File: src/rtl/branch_resolve.sv
// branch_resolve: in-flight branch FIFO that resolves predictions, trains the PHT and redirects on mispredicts.
// Optional statistics counters are built only when BRANCH_RESOLVE_STATS_EN is defined.
`default_nettype none

module branch_resolve #(
  parameter int DEPTH = 4,
  parameter int GHR_W = 6,
  parameter int PC_W  = 32
) (
  input  logic                       clk,
  input  logic                       rst,
  input  logic                       push_valid,
  input  logic                       push_pred,
  input  logic [GHR_W-1:0]           push_ghr,
  input  logic [PC_W-1:0]            push_target,
  input  logic [PC_W-1:0]            push_fallthru,
  output logic                       push_ready,
  input  logic                       resolve_valid,
  input  logic                       resolve_taken,
  output logic                       mispredict,
  output logic [PC_W-1:0]            redirect_pc,
  output logic [GHR_W-1:0]           repair_ghr,
  output logic                       upd_valid,
  output logic                       upd_taken,
  output logic [GHR_W-1:0]           upd_ghr,
  output logic [$clog2(DEPTH):0]     count,
  output logic                       overflow_err,
  output logic                       underflow_err,
  output logic [15:0]                stat_branches,
  output logic [15:0]                stat_mispredicts
);

  localparam int PW = $clog2(DEPTH);
  localparam int CW = PW + 1;
  localparam logic [CW-1:0] FULL = CW'(DEPTH);

  typedef enum logic [0:0] {RUN = 1'b0, FLUSH = 1'b1} state_t;

  state_t state, state_next;

  logic             pred_mem   [DEPTH];
  logic [GHR_W-1:0] ghr_mem    [DEPTH];
  logic [PC_W-1:0]  target_mem [DEPTH];
  logic [PC_W-1:0]  fall_mem   [DEPTH];

  logic [PW-1:0] wr_ptr, rd_ptr;

  logic             run, full, empty;
  logic             push_acc, pop, mis_det, ovf_set, unf_set;
  logic             head_pred;
  logic [GHR_W-1:0] head_ghr;
  logic [PC_W-1:0]  head_target, head_fall;

  assign run   = (state == RUN);
  assign full  = (count == FULL);
  assign empty = (count == '0);

  // Gated by rst so the port reads 0 while reset is held.
  assign push_ready = rst & run & ~full;
  assign push_acc   = push_valid & push_ready;

  assign head_pred   = pred_mem[rd_ptr];
  assign head_ghr    = ghr_mem[rd_ptr];
  assign head_target = target_mem[rd_ptr];
  assign head_fall   = fall_mem[rd_ptr];

  // A same-cycle push never satisfies a resolve; it only suppresses underflow.
  assign pop     = resolve_valid & run & ~empty;
  assign mis_det = pop & (head_pred != resolve_taken);
  assign ovf_set = push_valid & run & full;
  assign unf_set = resolve_valid & run & empty & ~push_acc;

  always_ff @(posedge clk or negedge rst) begin
    if (!rst) state <= RUN;
    else      state <= state_next;
  end

  always_comb begin
    state_next = state;
    case (state)
      RUN:     if (mis_det) state_next = FLUSH;
      FLUSH:   state_next = RUN;
      default: state_next = RUN;
    endcase
  end

  always_ff @(posedge clk) begin
    if (push_acc) begin
      pred_mem[wr_ptr]   <= push_pred;
      ghr_mem[wr_ptr]    <= push_ghr;
      target_mem[wr_ptr] <= push_target;
      fall_mem[wr_ptr]   <= push_fallthru;
    end
  end

  always_ff @(posedge clk or negedge rst) begin
    if (!rst) begin
      wr_ptr <= '0;
      rd_ptr <= '0;
      count  <= '0;
    end else if (mis_det) begin
      // Everything younger than the mispredicted branch is wrong-path, including a same-cycle push.
      wr_ptr <= '0;
      rd_ptr <= '0;
      count  <= '0;
    end else begin
      if (push_acc) wr_ptr <= wr_ptr + PW'(1);
      if (pop)      rd_ptr <= rd_ptr + PW'(1);
      case ({push_acc, pop})
        2'b10:   count <= count + CW'(1);
        2'b01:   count <= count - CW'(1);
        default: count <= count;
      endcase
    end
  end

  always_ff @(posedge clk or negedge rst) begin
    if (!rst) begin
      upd_valid     <= 1'b0;
      upd_taken     <= 1'b0;
      upd_ghr       <= '0;
      mispredict    <= 1'b0;
      redirect_pc   <= '0;
      repair_ghr    <= '0;
      overflow_err  <= 1'b0;
      underflow_err <= 1'b0;
    end else begin
      upd_valid   <= pop;
      upd_taken   <= pop & resolve_taken;
      upd_ghr     <= pop ? head_ghr : '0;
      mispredict  <= mis_det;
      redirect_pc <= mis_det ? (resolve_taken ? head_target : head_fall) : '0;
      repair_ghr  <= mis_det ? {head_ghr[GHR_W-2:0], resolve_taken} : '0;
      if (ovf_set) overflow_err  <= 1'b1;
      if (unf_set) underflow_err <= 1'b1;
    end
  end

`ifdef BRANCH_RESOLVE_STATS_EN
  always_ff @(posedge clk or negedge rst) begin
    if (!rst) begin
      stat_branches    <= '0;
      stat_mispredicts <= '0;
    end else begin
      if (pop && stat_branches != 16'hFFFF)
        stat_branches <= stat_branches + 16'd1;
      if (mis_det && stat_mispredicts != 16'hFFFF)
        stat_mispredicts <= stat_mispredicts + 16'd1;
    end
  end
`else
  assign stat_branches    = '0;
  assign stat_mispredicts = '0;
`endif

endmodule

`default_nettype wire

File: config.mk
export PLATFORM = sky130hd
export DESIGN_NAME = branch_resolve
export DESIGN_NICKNAME = d
export VERILOG_FILES = /design/src/rtl/branch_resolve.sv
export SDC_FILE = /design/constraint.sdc
export NUM_CORES = 1
export LEC_CHECK = 0
export CAP_MARGIN = 30
export CORE_ASPECT_RATIO = 1.4
export CORE_MARGIN = 5
export CORE_UTILIZATION = 55
export DETAILED_ROUTE_END_ITERATION = 6
export MAX_ROUTING_LAYER = met4
export PLACE_DENSITY_LB_ADDON = 0.08
export SYNTH_ARGS = -nofsm -noshare
export SYNTH_HDL_FRONTEND = slang
export SYNTH_SLANG_ARGS = --single-unit
File: constraint.sdc
create_clock -name clk -period 4 [get_ports clk]
set_clock_uncertainty 0.1 [all_clocks]
set_input_delay 0.8 -clock clk [delete_from_list [all_inputs] [get_ports clk]]
set_output_delay 0.8 -clock clk [all_outputs]
set_load 0.05 [all_outputs]
==> impl_summary.txt <==
----------------------------------------------------
[Die]
  Die Y-Extent ... 192.5 um
  Num ports ... 161
  Site Rows ... 66
  Core Area ... 23,370 um^2
  Horizontal die dimension ... 140.4 um
  Die Outline Area ... 27,020 um^2
  Initial standard-cell utilization of the core ... 55.99%

[Global route]
  Overall routing resource usage ... 20.32%
  Antenna violations before repair ... 1
  First-pass GRT wire length ... 40,420 um
  Largest net degree at the start of global routing ... 51
  Number of global-route vias before repair ... 6,963
  Sum of overflow across all layers after global routing ... 0

[Hold path]
  Hold Path Cell Cnt ... 1
  Start point of the worst hold path ... overflow_err
  Worst min-delay path category ... reg -> reg
  Endpoint of the worst hold-timing path ... overflow_err

[Timing]
  Setup WS post-layout ... 0.5848 ns
  Headroom to the max-slew limit ... 43.08%
  Highest clock frequency the design can meet ... 292.8 MHz
  Finish-stage setup viols ... 0
  Shortest period the worst path allows ... 3.415 ns
  Smallest hold slack ... 0.3682 ns
  Count of endpoints failing hold in the final timing report ... 0
  Post-route fraction of the period consumed by the critical path ... 85.38%
  Final-report max-slew violation count ... 0
  RSZ-0062 raised after global routing ... no
  Setup TNS after final layout ... 0 ns
  Transition time at the pin with the least slew margin ... 0.8538 ns

[Place]
  Setup Slack @ Placement ... 0.6799 ns
  Placed wire-length estimate after detailed placement ... 15,930 um
  Routability congestion estimate from global placement ... 0.7599
  # port buffers ... 128
  Inst Count DP ... 1,064

[Layout]
  Nets@finish ... 876
  # fillers ... 1,542
  Filler-free cell count of the finished design ... 1,127
  Fraction of layout cells with a size suffix above 1 ... 17.93%
  Area growth, synth to finish ... 20.04%
  Share of the core filled with cells in the final layout ... 67.21%

[Synthesis]
  Netlist Area Pre-Place ... 13,080 um^2
  Biggest area contributors in the synthesized netlist ... sky130_fd_sc_hd__edfxtp_1, sky130_fd_sc_hd__mux4_2, sky130_fd_sc_hd__dfrtp_1
  Synth top area share ... 65.18%
  Post-synth ARST share ... 16.72%
  Sequential cell area fraction in the yosys report ... 76.08%
  Number of synthesized flops with an enable pin ... 284
  Mean instance size in the synthesized netlist ... 20.01 um^2
  Register bit count reported by yosys ... 341
  Main synth FF type ... sky130_fd_sc_hd__edfxtp_1
  Top cell type by total area after synthesis ... sky130_fd_sc_hd__edfxtp_1
  Number of warnings issued by yosys ... 0
  Number of instances in the synthesized netlist ... 654
  Netlist cell types ... 42

[Drt]
  Via density per instance ... 5.681
  Via total after detailed routing ... 6,402
  Initial DRC count ... 456
  First-pass iteration count of the detailed router ... 5
  Residual antenna-violating net count after detailed routing ... 0
  Avg WL per Cell ... 23.37 um
  Aggregate routed wire length ... 26,340 um
  Remaining design rule violation count ... 0

[Power and ir drop]
  Power Dens Cells ... 666.9 nW/um^2
  Sequential cell fraction of total power ... 44.2%
  Portion of total power attributed to the clock network ... 28.7%
  Switching power ... 3.223 mW
  Worst vdd ir ... 0.3893 mV
  Net Sw Frac ... 30.77%
  Gate power share ... 27.2%
  Cell leakage power ... 5.325 nW
  Cell Int Power ... 7.251 mW

[CTS]
  Clock tree from TritonCTS ... done
  Maximum number of buffers from clock root to sink ... 3
  Deepest level of the CTS H-tree ... 2
  CTS Root Cell ... sky130_fd_sc_hd__clkbuf_16
  Buffer count from post-CTS setup fixing ... 0
  # clock sinks ... 341
  Reg clk slew, reported paths ... 0.05 ns
  Worst-Skew Late Latency ... 0.50 ns
  Total clock buffers created by CTS ... 34

[Setup path]
  Reg-to-Reg Start ... rd_ptr[0]
  Worst r2r dst ... count[1]
  Type of element capturing the critical path ... output pin
  Nature of the critical path startpoint ... primary input
  Depth of the worst register-to-register path ... 4
  Crit-path max FO ... 5
  Crit path DAT ... 2.52 ns
  Critical path data required time ... 3.10 ns
  Critical path type ... in -> out
  Reg2Reg Setup Slack ... 1.18 ns

[Run status]
  Outcome ... complete, no violations

[Run]
  Max-cap violation count ... 0

----------------------------------------------------
[layout make-up]
class / instances / area, um^2 / area share, %
repair buffers: 144 / 1456 / 9.273
clock inverters: 12 / 88.84 / 0.5656
multi-input cells: 268 / 2813 / 17.91
flip-flops and latches: 341 / 9962 / 63.43
inverters: 6 / 22.52 / 0.1434
well taps: 306 / 382.9 / 2.438
diodes: 1 / 2.502 / 0.01593
clock buffers: 49 / 978.4 / 6.230
[worst max-delay path: stages]
cell and delay [ns]:
sky130_fd_sc_hd__dlygate4sd3_1 0.52, sky130_fd_sc_hd__buf_2 0.15, sky130_fd_sc_hd__nor3b_1 0.21, sky130_fd_sc_hd__clkdlybuf4s50_1 0.84
[power by group through the flow]
stage	Sequential, mW	Clock [mW]	Combinational, mW
after floorplan	5.00	0	1.69
after global placement	4.68	0	2.84
after detailed placement	4.71	0	2.87
after CTS	4.64	3.07	2.89
after global routing	4.68	3.24	3.02
final	4.62	3.00	2.84
[worst max-delay path by stage]
stage / start / end / slack [ns]
finish: rst / push_ready / 0.58
detailed placement: resolve_valid / rd_ptr[1] / 0.68
CTS: rst / push_ready / 0.58
floorplan: push_valid / fall_mem[0][0] / 0.60
global route: rst / push_ready / 0.48
global placement: resolve_valid / rd_ptr[1] / 0.79
[synth_stat cells, types with 2 or more instances]
cell	number
sky130_fd_sc_hd__edfxtp_1	284
sky130_fd_sc_hd__mux4_2	71
sky130_fd_sc_hd__dfrtp_1	57
sky130_fd_sc_hd__buf_4	42
sky130_fd_sc_hd__nand3_1	34
sky130_fd_sc_hd__a21oi_1	33
sky130_fd_sc_hd__nand3b_1	33
sky130_fd_sc_hd__clkbuf_1	17
sky130_fd_sc_hd__and3_1	11
sky130_fd_sc_hd__buf_2	10
sky130_fd_sc_hd__nor2b_1	8
sky130_fd_sc_hd__inv_1	5
sky130_fd_sc_hd__nor2_1	5
sky130_fd_sc_hd__ha_1	4
sky130_fd_sc_hd__mux2i_1	4
sky130_fd_sc_hd__nand2_1	3
sky130_fd_sc_hd__o211ai_1	3
sky130_fd_sc_hd__and2_1	2
sky130_fd_sc_hd__nand4_1	2
sky130_fd_sc_hd__nor3_1	2
sky130_fd_sc_hd__nor3b_1	2
sky130_fd_sc_hd__xnor2_1	2
[cells by family after synthesis]
family	Yosys count	share of synthesized area [%]
AOI/OAI and AO/OA	45	1.989
xor gates and xnor gates	3	0.2583
adders and majority gates	5	0.5355
buffers and inverters	76	3.481
DFF	341	76.08
muxes	76	12.61
other	1	0.02866
and+or+nand+nor	107	5.011
[repair_timing]
action                                 in CTS  in global routing
hold buffers                                1                  0
endpoints found under the hold margin       2                  0
gates resized for setup                     0                  0
[placed cells by master (no fill, tap or decap), types with 5 or more instances in the layout]
| cell | netlist | routed |
|---|---|---|
| sky130_fd_sc_hd__dfrtp_1 | 57 | 55 |
| sky130_fd_sc_hd__conb_1 | 1 | 32 |
| sky130_fd_sc_hd__clkbuf_16 | 0 | 35 |
| sky130_fd_sc_hd__clkinv_2 | 0 | 6 |
| sky130_fd_sc_hd__nor2_1 | 5 | 5 |
| sky130_fd_sc_hd__clkdlybuf4s50_1 | 0 | 126 |
| sky130_fd_sc_hd__a21oi_1 | 33 | 33 |
| sky130_fd_sc_hd__clkbuf_1 | 17 | 9 |
| sky130_fd_sc_hd__nand3_1 | 34 | 34 |
| sky130_fd_sc_hd__nand3b_1 | 33 | 33 |
| sky130_fd_sc_hd__nor2b_1 | 8 | 8 |
| sky130_fd_sc_hd__mux4_2 | 71 | 71 |
| sky130_fd_sc_hd__edfxtp_1 | 284 | 284 |
| sky130_fd_sc_hd__buf_12 | 0 | 5 |
| sky130_fd_sc_hd__inv_1 | 5 | 5 |
| sky130_fd_sc_hd__and3_1 | 11 | 7 |
| sky130_fd_sc_hd__clkbuf_8 | 0 | 5 |
| sky130_fd_sc_hd__buf_4 | 42 | 10 |
[state kept, by name, summed over array words and instances, names as in the netlist, 2 cells and up]
name	cells
ghr_mem	24
rd_ptr	2
pred_mem	4
wr_ptr	2
count	3
upd_ghr	6
target_mem	128
repair_ghr	6
redirect_pc	32
fall_mem	128
[through the flow]
| step | power, mW | instance area [um^2] |
|---|---|---|
| CTS | 10.60 | 15700 |
| global placement | 7.523 | 14630 |
| detailed placement | 7.583 | 14630 |
| finish | 10.47 | 15710 |
| global route | 10.94 | 15710 |
| floorplan | 6.689 | 13200 |
[layer usage]
metal  routed length (um)  GRT usage (%)  vias up
met5                    0              -        -
met4                  641          6.264        0
met3                 1359          3.272       46
met2                14020          34.99      222
met1                10320          25.09     3296
li1                     -              -     2838
Power figures use the tool's default switching activity.
